[src/rtl/prio_arbiter.sv]
// Registered priority arbiter with hold-limit preemption.
// Optional round-robin search enabled by defining PRIO_ARB_RR_EN.
module prio_arbiter #(
    parameter int N        = 4,
    parameter int MAX_HOLD = 8,
    localparam int IW      = $clog2(N)
) (
    input  logic          clk,
    input  logic          rst_n,
    input  logic [N-1:0]  req,
    output logic [N-1:0]  gnt,
    output logic          gnt_valid,
    output logic [IW-1:0] gnt_idx,
    output logic          preempt
);

    typedef enum logic {IDLE, BUSY} state_t;

    state_t        state_q, state_d;
    logic [IW-1:0] owner_q, owner_d;
    logic [7:0]    cnt_q, cnt_d;
    logic          preempt_d;
    logic          take_d;
    logic [N-1:0]  gnt_d;
    logic [N-1:0]  others;
    logic [IW-1:0] start;

    // First set bit of v, scanning upward from start and wrapping modulo N.
    function automatic logic [IW-1:0] winner(input logic [N-1:0] v, input logic [IW-1:0] from);
        logic [IW-1:0] w;
        logic [IW-1:0] i;
        logic          found;
        w     = '0;
        found = 1'b0;
        for (int k = 0; k < N; k++) begin
            i = IW'((int'(from) + k) % N);
            if (!found && v[i]) begin
                w     = i;
                found = 1'b1;
            end
        end
        return w;
    endfunction

`ifdef PRIO_ARB_RR_EN
    logic [IW-1:0] ptr_q, ptr_d;
    assign start = ptr_q;
    always_comb begin
        ptr_d = ptr_q;
        if (take_d)
            ptr_d = (int'(owner_d) == N-1) ? '0 : owner_d + 1'b1;
    end
    always_ff @(posedge clk or negedge rst_n) begin
        if (!rst_n) ptr_q <= '0;
        else        ptr_q <= ptr_d;
    end
`else
    assign start = '0;
`endif

    always_comb begin
        others = req;
        others[owner_q] = 1'b0;
    end

    always_comb begin
        state_d   = state_q;
        owner_d   = owner_q;
        cnt_d     = cnt_q;
        preempt_d = 1'b0;
        take_d    = 1'b0;
        case (state_q)
            IDLE: begin
                if (req != '0) begin
                    state_d = BUSY;
                    owner_d = winner(req, start);
                    cnt_d   = 8'd1;
                    take_d  = 1'b1;
                end
            end
            BUSY: begin
                if (!req[owner_q]) begin
                    if (req != '0) begin
                        owner_d = winner(req, start);
                        cnt_d   = 8'd1;
                        take_d  = 1'b1;
                    end else begin
                        state_d = IDLE;
                        owner_d = '0;
                        cnt_d   = 8'd0;
                    end
                end else if (cnt_q == 8'(MAX_HOLD) && others != '0) begin
                    owner_d   = winner(others, start);
                    cnt_d     = 8'd1;
                    preempt_d = 1'b1;
                    take_d    = 1'b1;
                end else if (cnt_q < 8'(MAX_HOLD)) begin
                    cnt_d = cnt_q + 8'd1;
                end
            end
            default: begin
                state_d = IDLE;
                owner_d = '0;
                cnt_d   = 8'd0;
            end
        endcase
    end

    for (genvar i = 0; i < N; i++) begin : g_dec
        assign gnt_d[i] = (state_d == BUSY) && (owner_d == IW'(i));
    end

    always_ff @(posedge clk or negedge rst_n) begin
        if (!rst_n) begin
            state_q   <= IDLE;
            owner_q   <= '0;
            cnt_q     <= 8'd0;
            gnt       <= '0;
            gnt_valid <= 1'b0;
            preempt   <= 1'b0;
        end else begin
            state_q   <= state_d;
            owner_q   <= owner_d;
            cnt_q     <= cnt_d;
            gnt       <= gnt_d;
            gnt_valid <= (state_d == BUSY);
            preempt   <= preempt_d;
        end
    end

    assign gnt_idx = owner_q;

endmodule
[config.mk]
export PLATFORM = sky130hd
export DESIGN_NAME = prio_arbiter
export DESIGN_NICKNAME = d
export VERILOG_FILES = /design/src/rtl/prio_arbiter.sv
export SDC_FILE = /design/constraint.sdc
export NUM_CORES = 1
export LEC_CHECK = 0
export CORE_ASPECT_RATIO = 1.4
export CORE_UTILIZATION = 30
export CTS_CLUSTER_DIAMETER = 200
export DETAILED_ROUTE_END_ITERATION = 16
export PLACE_DENSITY_LB_ADDON = 0.05
export RECOVER_POWER = 25
export SYNTH_ARGS = -nofsm -noshare
export SYNTH_HDL_FRONTEND = slang
export SYNTH_SLANG_ARGS = --single-unit
[constraint.sdc]
create_clock -name clk -period 2.7 [get_ports clk]
set_clock_uncertainty 0.05 [all_clocks]
set_input_delay 0.54 -clock clk [delete_from_list [all_inputs] [get_ports clk]]
set_output_delay 0.54 -clock clk [all_outputs]
set_load 0.01 [all_outputs]
==> metrics.md <==
| Metric | Value |
|---|---|
| Longest Clk Path Bufs | `2` |
| Mapped Avg Cell Area | `9.96 sq um` |
| Clock-pin slew reported for the worst setup and hold paths after clock tree synthesis | `0.06 ns` |
| Kind of critical path | `primary input to flip-flop` |
| Area contributors post-synth | `dfrtp_1, inv_1, nor2_1` |
| Final nets | `129` |
| Initial DRC count | `18` |
| TritonCTS Sinks | `16` |
| Core area | `between 0.003 and 0.004 sq mm` |
| Final Util | `0.400` |
| Yosys Warn Count | `0` |
| Number of flops mapped to enable cells by yosys | `0` |
| Non-Filler Instances | `around 160` |
| Top_reg_cell synth | `dfrtp_1` |
| First-pass GRT wire length | `4.04 mm` |
| CP required | `2.82 ns` |
| Fmax | `430 MHz` |
| Die X | `50.7 microns` |
| Max capacitance violation total | `0` |
| P_leak | `0.542 nW` |
| Final setup fails | `0` |
| Synth Cell Area | `996 sq um` |
| Number of buffers created by CTS | `3` |
| Initial antenna violation count | `0` |
| Max Slew Vio Count | `0` |
| Total power | `a little over 1 mW` |
| Fin Hold WS | `0.457 ns` |
| Area Overhead vs Synth | `26.8%` |
| Die ar. | `~0.0036 sq mm` |
| Hold WC Path Type | `flip-flop to flip-flop` |
| Mapped Nets | `between 100 and 150` |
| Root Driver | `clkbuf_8` |
| Hold Buf Count CTS | `0` |
| Post-synth ARST share | `1.00` |
| Clock latency on the worst-skew pair | `0.25 ns` |
| WP data arrival | `2.45 ns` |
| Hpwl dp | `1.86 mm` |
| GRT Overall Usage | `0.152` |
| Yosys top cell by area | `dfrtp_1` |
| RSZ-0062 raised after global routing | `false` |
| Tmin final | `2.32 ns` |
| Worst Max-Slew Pin Slew | `0.736 ns` |
| Cts repair resizes | `0` |
| Register area share after synthesis | `0.402` |
| Vias per inst | `5.31` |
| Cells after Synth | `100` |
| H-tree Lvls | `1` |
| Placed cell count | `155` |
| Final Hold Vio Count | `0` |
| Final Wtd Congestion | `0.812` |
| Grt total ovfl | `0` |
| Pin count of the biggest net entering global routing | `17` |
| Outcome | `complete, no violations` |
| VDD IR-drop max | `0.422 mV` |
| IO Count | `14` |
| FF+latch count, synth | `16` |
| Period utilization | `0.861` |
| Number of setup buffers added after CTS | `0` |
| Antenna-violating nets left | `0` |
| Port Buf Inserts | `13` |
| Cell depth of the worst flop-to-flop path | `5` |
| Average wire per standard cell | `15.0 microns` |
| Crit Path Max Fanout | `5` |
| Initial Utilization | `0.316` |
| Post-Route WL | `2.38 mm` |
| DR vias | `845` |
| Power Density | `roughly 820 mW/mm^2` |
| TNS Setup | `0 ns` |
| Hold depth | `1` |
| Synth cell types | `41` |
| Drt pass-1 iters | `4` |
| Vias in the first global route | `between 800 and 900` |
| # DRC | `0` |
| Chip height | `70.2 microns` |
| Max_slew headroom | `0.508` |
| # diodes | `0` |
| CTS tree | `yes` |
| Synth top area share | `0.402` |
| # rows | `24` |
| Layout cells sized above 1 | `0.175` |
| CP Capture Type | `flip-flop` |
| CP Launch Type | `primary input` |
| Synth cell count leaders | `dfrtp_1, inv_1, nor2_1` |
| Count leader, synth | `dfrtp_1` |
-- layout make-up --
class / instances / area, sq um
fillers: 318 / 1890
multi-input cells: 71 / 542
flip-flops and latches: 16 / 400
repair buffers: 20 / 183
clock buffers: 4 / 55.1
well taps: 39 / 48.8
inverters: 9 / 33.8
-- where the power goes --
part / switching (mW) / internal [mW]
Sequential: 0.0764 / 0.296
Clock: 0.0829 / 0.129
Combinational: 0.220 / 0.226
-- cells in the final DEF, fill, tap and decap left out, drive strengths merged, types with 2 or more instances in the layout --
master / n
nand2: 4
a21oi: 6
ha: 2
dfrtp: 16
mux2i: 3
o31ai: 2
a211oi: 3
nor2b: 4
nor3b: 3
buf: 7
nor3: 2
inv: 9
nor2: 9
nand3: 2
a31oi: 2
o2bb2ai: 2
and2: 4
clkdlybuf4s50: 12
o21ai: 3
clkbuf: 4
-- final timing paths --
check,from,to,slack [ns]
hold reg to reg,cnt_q[5],cnt_q[5],0.46
hold / removal,cnt_q[5],cnt_q[5],0.46
max in group asynchronous,rst_n,cnt_q[4],1.39
setup reg to reg,gnt_idx[1],gnt[0],0.62
setup / recovery,req[3],gnt[2],0.38
min in group asynchronous,rst_n,cnt_q[1],0.75
-- metrics by stage --
stage               instance area (sq um)  setup WS [ns]
floorplan                             996          0.767
global placement                     1210          0.222
detailed placement                   1210          0.167
CTS                                  1260          0.407
global route                         1260          0.265
finish                               1260          0.376
-- cell families after synthesis --
group                      share of synthesized area
muxes                                         0.0641
xor gates and xnor gates                     0.00880
and+or+nand+nor                                0.209
AOI/OAI and AO/OA                              0.237
buffers and inverters                         0.0540
DFF                                            0.402
adders and majority gates                     0.0251
-- critical path, cell delays in order --
cell	delay, ns
clkdlybuf4s50_1	0.52
nor2_1	0.38
a32oi_1	0.22
and2_1	0.22
a311oi_2	0.34
nor3b_2	0.22
-- flip-flops by register name (all words and copies together) (netlist names) --
register  cells
cnt_q         8
gnt_idx       2
gnt           4
preempt       1
state_q       1
-- routing by layer --
metal  GRT usage  share of wire  up-vias
met4      0.0679          0.022        0
met5           0              0        -
met1       0.170           0.40      415
met2       0.277           0.56       19
met3      0.0196          0.021        6
li1            -              -      405
(Power assumes the default switching activity.)
